<file path="src/rtl/pc_issue_pkg.sv">
// Core-wide constants shared by the fetch PC issuer, instruction-memory stage and CP0.
package pc_issue_pkg;

  localparam logic [31:0] PC_RESET   = 32'h0000_3000;
  localparam logic [31:0] EXC_VECTOR = 32'h0000_4180;
  localparam logic [31:0] IMEM_LO    = 32'h0000_3000;
  localparam logic [31:0] IMEM_HI    = 32'h0000_4FFC;

  typedef enum logic {
    RUN  = 1'b0,
    PEND = 1'b1
  } pc_state_e;

endpackage

</file>
<file path="src/rtl/pc_next_sel.sv">
// Priority mux for the next fetch address and redirect-hold state.
module pc_next_sel
  import pc_issue_pkg::*;
(
  input  pc_state_e   state,
  input  logic        stall,
  input  logic        br_valid,
  input  logic [31:0] br_target,
  input  logic        exc_req,
  input  logic        eret_req,
  input  logic [31:0] epc,
  input  logic [31:0] pc,
  input  logic [31:0] pend_target,
  output logic [31:0] next_pc,
  output pc_state_e   next_state
);

  always_comb begin
    next_pc    = pc;
    next_state = state;
    if (exc_req) begin
      next_pc    = EXC_VECTOR;
      next_state = RUN;
    end else if (eret_req) begin
      next_pc    = epc;
      next_state = RUN;
    end else if (stall) begin
      // A stalled redirect is parked; a newer one overwrites the older.
      if (br_valid) next_state = PEND;
    end else if (state == PEND) begin
      // The parked redirect is older than any branch arriving now, so it wins.
      next_pc    = pend_target;
      next_state = RUN;
    end else if (br_valid) begin
      next_pc = br_target;
    end else begin
      next_pc = pc + 32'd4;
    end
  end

endmodule

</file>
<file path="src/rtl/pc_issue.sv">
// Fetch-address initiator: owns the PC and the held branch target.
module pc_issue
  import pc_issue_pkg::*;
(
  input  logic        clk,
  input  logic        reset,
  input  logic        stall,
  input  logic        br_valid,
  input  logic [31:0] br_target,
  input  logic        exc_req,
  input  logic        eret_req,
  input  logic [31:0] epc,
  output logic [31:0] pc32,
  output logic        redir_pend
);

  logic [31:0] pc_q, pc_d;
  logic [31:0] pend_target_q, pend_target_d;
  pc_state_e   state_q, state_d;

  pc_next_sel u_next_sel (
    .state       (state_q),
    .stall       (stall),
    .br_valid    (br_valid),
    .br_target   (br_target),
    .exc_req     (exc_req),
    .eret_req    (eret_req),
    .epc         (epc),
    .pc          (pc_q),
    .pend_target (pend_target_q),
    .next_pc     (pc_d),
    .next_state  (state_d)
  );

  always_comb begin
    pend_target_d = pend_target_q;
    if (exc_req || eret_req)
      pend_target_d = '0;
    else if (stall && br_valid)
      pend_target_d = br_target;
  end

  always_ff @(posedge clk) begin
    if (reset) begin
      pc_q          <= PC_RESET;
      pend_target_q <= '0;
      state_q       <= RUN;
    end else begin
      pc_q          <= pc_d;
      pend_target_q <= pend_target_d;
      state_q       <= state_d;
    end
  end

  assign pc32       = pc_q;
  assign redir_pend = (state_q == PEND);

endmodule

</file>
<file path="config.mk">
export PLATFORM = sky130hd
export DESIGN_NAME = pc_issue
export DESIGN_NICKNAME = d
export VERILOG_FILES = /design/src/rtl/pc_issue_pkg.sv /design/src/rtl/pc_next_sel.sv /design/src/rtl/pc_issue.sv
export SDC_FILE = /design/constraint.sdc
export NUM_CORES = 1
export LEC_CHECK = 0
export BUFFER_PORTS_ARGS = -buffer_cell sky130_fd_sc_hd__buf_2
export CORE_ASPECT_RATIO = 0.75
export CORE_MARGIN = 8
export CORE_UTILIZATION = 39
export CTS_CLUSTER_DIAMETER = 100
export CTS_CLUSTER_SIZE = 30
export DETAILED_ROUTE_END_ITERATION = 10
export PLACE_DENSITY = 0.62
export SLEW_MARGIN = 15
export SYNTH_ARGS = -nofsm -noshare
export SYNTH_HDL_FRONTEND = slang
export SYNTH_SLANG_ARGS = --single-unit
</file>
<file path="constraint.sdc">
create_clock -name clk -period 4 [get_ports clk]
set_input_delay 0.6 -clock clk [delete_from_list [all_inputs] [get_ports clk]]
set_output_delay 0.6 -clock clk [all_outputs]
set_load 0.01 [all_outputs]
</file>
# Word level (Yosys, flattened, before mapping)
# Index checks and enable logic that the tools add are counted.
[totals] ff_bits=65 inputBits=70 wordCells=18
[op_classes] addsub=1 eq_ne=2 mux=5 bitwise_logic=1 n_reduce_logical=5
[op_table] operator="$mux W32" count=4
[op_table] operator="$add A32 B3 Y32 const B" count=1
[op_table] operator="$mux W15" count=1
[op_table] operator="$reduce_or A2 Y1" count=2
[op_table] operator="$reduce_or A4 Y1" count=1
[op_table] operator="$ne A3 B1 Y1 const B" count=1
[op_table] operator="$ne A2 B1 Y1 const B" count=1
[op_table] operator="$logic_and A1 B1 Y1" count=1
[op_table] operator="$logic_or A1 B1 Y1" count=1
[op_table] operator="$not A1 Y1" count=1

# Logic depth before layout (Yosys ltp)
[logic_depth] word_depth=6 ltp_mapped=8 mapped_depth_nobuf=6

# By module
# From an unflattened synthesis, not the netlist that was laid out.
[unflattened] cells_unflattened=542 area_unflattened_um2=4438.0
[modules_own_cells] mod="pc_issue" instances=1 cells_per_inst=216 area_each_um2=2396.0
[modules_own_cells] mod="pc_next_sel" instances=1 cells_per_inst=326 area_each_um2=2042.0

# Worst setup path before layout
# OpenSTA, ideal clock, no wires.
[synth_timing] kind="in2reg" start="input port exc_req" end="register pc_q[19] (netlist: pc32[19])" setup_time_ps=75 arrival_ps=2008 required_ps=3925 slack_ps=1918 stages=7 path_buffers=2 cell_sequence="clkbuf_1 -> or2_2 -> clkbuf_1 -> nor2_2 -> o21ai_0 -> o31a_1 -> o22ai_1"
[synth_between] elab_chain_cells=1
[synth_rtl] item="start: declaration" line="pc_issue.sv:10" source="input logic exc_req,"
[synth_rtl] item="$reduce_or A2 Y1 (no line)"
[synth_rtl] item="end signal: assignment" line="pc_issue.sv:49" source="pc_q <= pc_d;"
[synth_rtl] item="end: declaration" line="pc_issue.sv:17" source="logic [31:0] pc_q, pc_d;"
# No other way between the ends.
# A chain may end at the register's enable or synchronous reset.

# Worst setup path in the final report
[layout_timing] start="register pc_q[2] (netlist: pc32[2])" end="register pc_q[14] (netlist: pc32[14])"
[layout_between] elab_chain_cells=6
[layout_rtl] item="$add A32 B3 Y32" line="pc_next_sel.sv:37" source="next_pc = pc + 32'd4;"
[layout_rtl] item="$mux W32" line="pc_next_sel.sv:34" source="end else if (br_valid) begin"
[layout_rtl] item="$mux W32" line="pc_next_sel.sv:30" source="end else if (state == PEND) begin"
[layout_rtl] item="$mux W32" line="pc_next_sel.sv:27" source="end else if (stall) begin"
[layout_rtl] item="$mux W32" line="pc_next_sel.sv:24" source="end else if (eret_req) begin"
[layout_rtl] item="$mux W15" line="pc_next_sel.sv:21" source="if (exc_req) begin"
# No other way between the ends. The select of a mux whose other input is x is not followed.

==> impl_metrics.ini <==
[yosys]
synthMostInstantiatedCell = nand2_1
syn_avg_cell_area_um2 = 7.59
async_flop_share = 0
synth-seq-area-share = 0.353
synthesis.area_mm2 = 0.00368
synthTopCellsByCount = nand2_1, dfxtp_1, a21oi_1
synth_top_area_frac = 0.353
yosysWarnings = 0
ys.flop_type = dfxtp_1
synth_cell_types = 57
synth_cells = 485
synth_edf_count = 0
synth_fp_nets = 556
ys_ff_latch = 65
yosys.area.top_type = dfxtp_1
synth_area_leaders = dfxtp_1, nand2_1, a21oi_1, a221oi_1, nor2_1

[grt]
grt_pass1_vias = 3793
grt_usage = 0.204
grt_overflow = 0
grt_max_degree = 35
antenna_found_initial = 0
grt_pass1_wl_um = 20700

[layout]
register_area_mm2 = 0.00130
final_util = 0.505
diodes = 0
drive_gt1_frac = 0.241
multi_input_area_mm2 = 0.00221
nFillCells = 911
syn2layout_area_growth_pct = 25.0
nNetsFinal = 642

[sta]
hold_viol = 0
worstMarginPinSlew_ns = 1.12
setup_viol = 0
max-slew-margin-rel = 0.250
drv_slew = 0
fmax_ghz = 0.447
post-route-period-util = 0.560
fin_worst_skew_ns = 0.00683
rsz0062_at_grt = no
finalSetupTns_ns = 0
post-route-min-period_ns = 2.24

[power]
power_frac_comb = 0.133
swShare = 0.262
cellLeakagePower_uw = 0.00178
p_clk_frac = 0.482
power_frac_seq = 0.385
vdd_ir_drop_max_v = 0.000214
p_per_area_mw_per_mm2 = 396
finalPower_uw = 1820
p_sw_uw = 478
p_int_uw = 1340

[placement]
port_buffers = 102
gp_congestion = 0.871
dp_hpwl_um = 9550

[run_status]
status = finished, final reports clean

[clock_network]
clkTransAtPathRegs_ns = 0.06
cts_hold_buf = 0
post_cts_resized = 0
clockRootBuffer = clkbuf_16
clock_sinks = 65
cts_made_buffers = 9
cts_tree = done
postCtsSetupRepairBufs = 0
htreeDepth = 3
clk-insertion-delay-late_ns = 0.33
clock_path_buffers = 2

[hold_path]
min-delay-start = pend_target_q[3]$_SDFFE_PP0P_
holdPathStages = 2
min_to = pend_target_q[3]$_SDFFE_PP0P_
worstHoldPathType = flip-flop to flip-flop

[critical_path]
cp_cell_sequence = ha_1, nand4_1, nor4_1, xor2_1, nand2_1, a311oi_1
timing.rr.end = pc32[14]$_SDFFE_PP0P_
cp.required_ns = 4.24
r2r_start = pc32[2]$_SDFFE_PP0P_
r2r_cells = 6
crit_slowest_cell = nand4_1
crit_fanout = 9
end_kind = flip-flop
cpPeakStageDelay_ns = 0.49
cp-start-kind = flip-flop
crit_type = flip-flop to flip-flop
rrSetupSlack_ns = 1.76
arrival_ns = 2.48

[detailed_routing]
wl_um = 13300
via_per_inst = 5.79
drc = 0
antenna_left = 0
drtPass1Iterations = 5
wl_per_cell_um = 18.9
first_iter_violations = 514
vias = 4075

[floorplan]
core_mm2 = 0.00912
die_area_mm2 = 0.0128
die_h_um = 100
io_pins = 103
initial_core_util = 0.404
num_rows = 30
die_w_um = 128

[flow_run]
max_cap_violations = 0
## layout make-up
type	instances	area share
Sequential cell	65	0.283
Inverter	8	0.00652
Timing Repair Buffer	110	0.124
Clock inverter	5	0.0168
Tap cell	128	0.0348
Clock buffer	11	0.0549
Multi-Input combinational cell	377	0.480
## worst max path at each step
stage / startpoint / end / slack (ns) / depth (start not counted)
floorplan: exc_req / pc32[19]$_SDFFE_PP0P_ / 1.92 / 7
global placement: stall / pend_target_q[2]$_SDFFE_PP0P_ / 1.69 / 4
detailed placement: stall / pend_target_q[6]$_SDFFE_PP0P_ / 1.61 / 4
CTS: pc32[2]$_SDFFE_PP0P_ / pc32[14]$_SDFFE_PP0P_ / 1.78 / 6
global route: pc32[2]$_SDFFE_PP0P_ / pc32[14]$_SDFFE_PP0P_ / 1.61 / 6
finish: pc32[2]$_SDFFE_PP0P_ / pc32[14]$_SDFFE_PP0P_ / 1.76 / 6
## cells in the final DEF (no fill, tap or decap), drive strengths merged, types with 3 or more instances in the layout
cell type	count
a21oi	53
a221o	7
a221oi	13
a22oi	5
a2bb2oi	3
a31oi	6
and3	4
and4	3
buf	110
clkbuf	11
clkinv	3
dfxtp	65
inv	7
mux2i	4
nand2	94
nand2b	8
nand3	10
nand4	9
nor2	31
nor2b	5
nor3	21
nor4	9
o211ai	6
o21ai	23
o22ai	4
o2bb2ai	3
o31ai	11
or2	3
xnor2	10
xor2	8
## metrics by stage
stage	hold WS, ns	setup slack (ns)	instances	cell area, um2
2_1_floorplan	0.436	1.92	485	3680
3_5_place_dp	0.448	1.61	688	4270
3_3_place_gp	0.441	1.69	688	4270
4_1_cts	0.456	1.78	704	4600
5_1_grt	0.472	1.61	704	4600
6_report	0.454	1.76	704	4600
## cells by family after synthesis
| group | after synthesis | share of synthesized area |
|---|---|---|
| and+or+nand+nor | 199 | 0.261 |
| muxes | 4 | 0.0109 |
| DFF | 65 | 0.353 |
| xor gates and xnor gates | 18 | 0.0428 |
| adders and majority gates | 1 | 0.00340 |
| buffers and inverters | 43 | 0.0462 |
| AOI/OAI and AO/OA | 155 | 0.282 |
## routing by layer
metal | global-route usage | part of all wire | wire, um | vias up
met2 | 0.286 | 0.42 | 5610 | 203
li1 | - | - | - | 1953
met1 | 0.286 | 0.45 | 6030 | 1902
met4 | 0.0537 | 0.012 | 153 | 0
met3 | 0.0704 | 0.11 | 1480 | 17
met5 | 0 | 0 | 0 | -
## registers in the layout, summed over array words and instances (netlist names), named ones only
name and cells:
pc32 30, pend_target_q 32, redir_pend 1
## worst max-delay path, delay by kind of cell (launching register included)
kind / cells / cell delay (ns)
AO/OA/AOI/OAI: 1 / 0.28
XOR/XNOR: 1 / 0.18
adder cells (fa/ha/maj): 1 / 0.29
flip-flops: 1 / 0.43
AND/OR/NAND/NOR: 3 / 0.97
## power groups by stage
stage / logic (uW) / clock network [uW] / registers [uW]
3_5_place_dp: 238 / 0 / 714
2_1_floorplan: 130 / 0 / 714
3_3_place_gp: 236 / 0 / 714
5_1_grt: 263 / 915 / 704
6_report: 242 / 878 / 702
4_1_cts: 240 / 887 / 700
(Power assumes the default switching activity.)
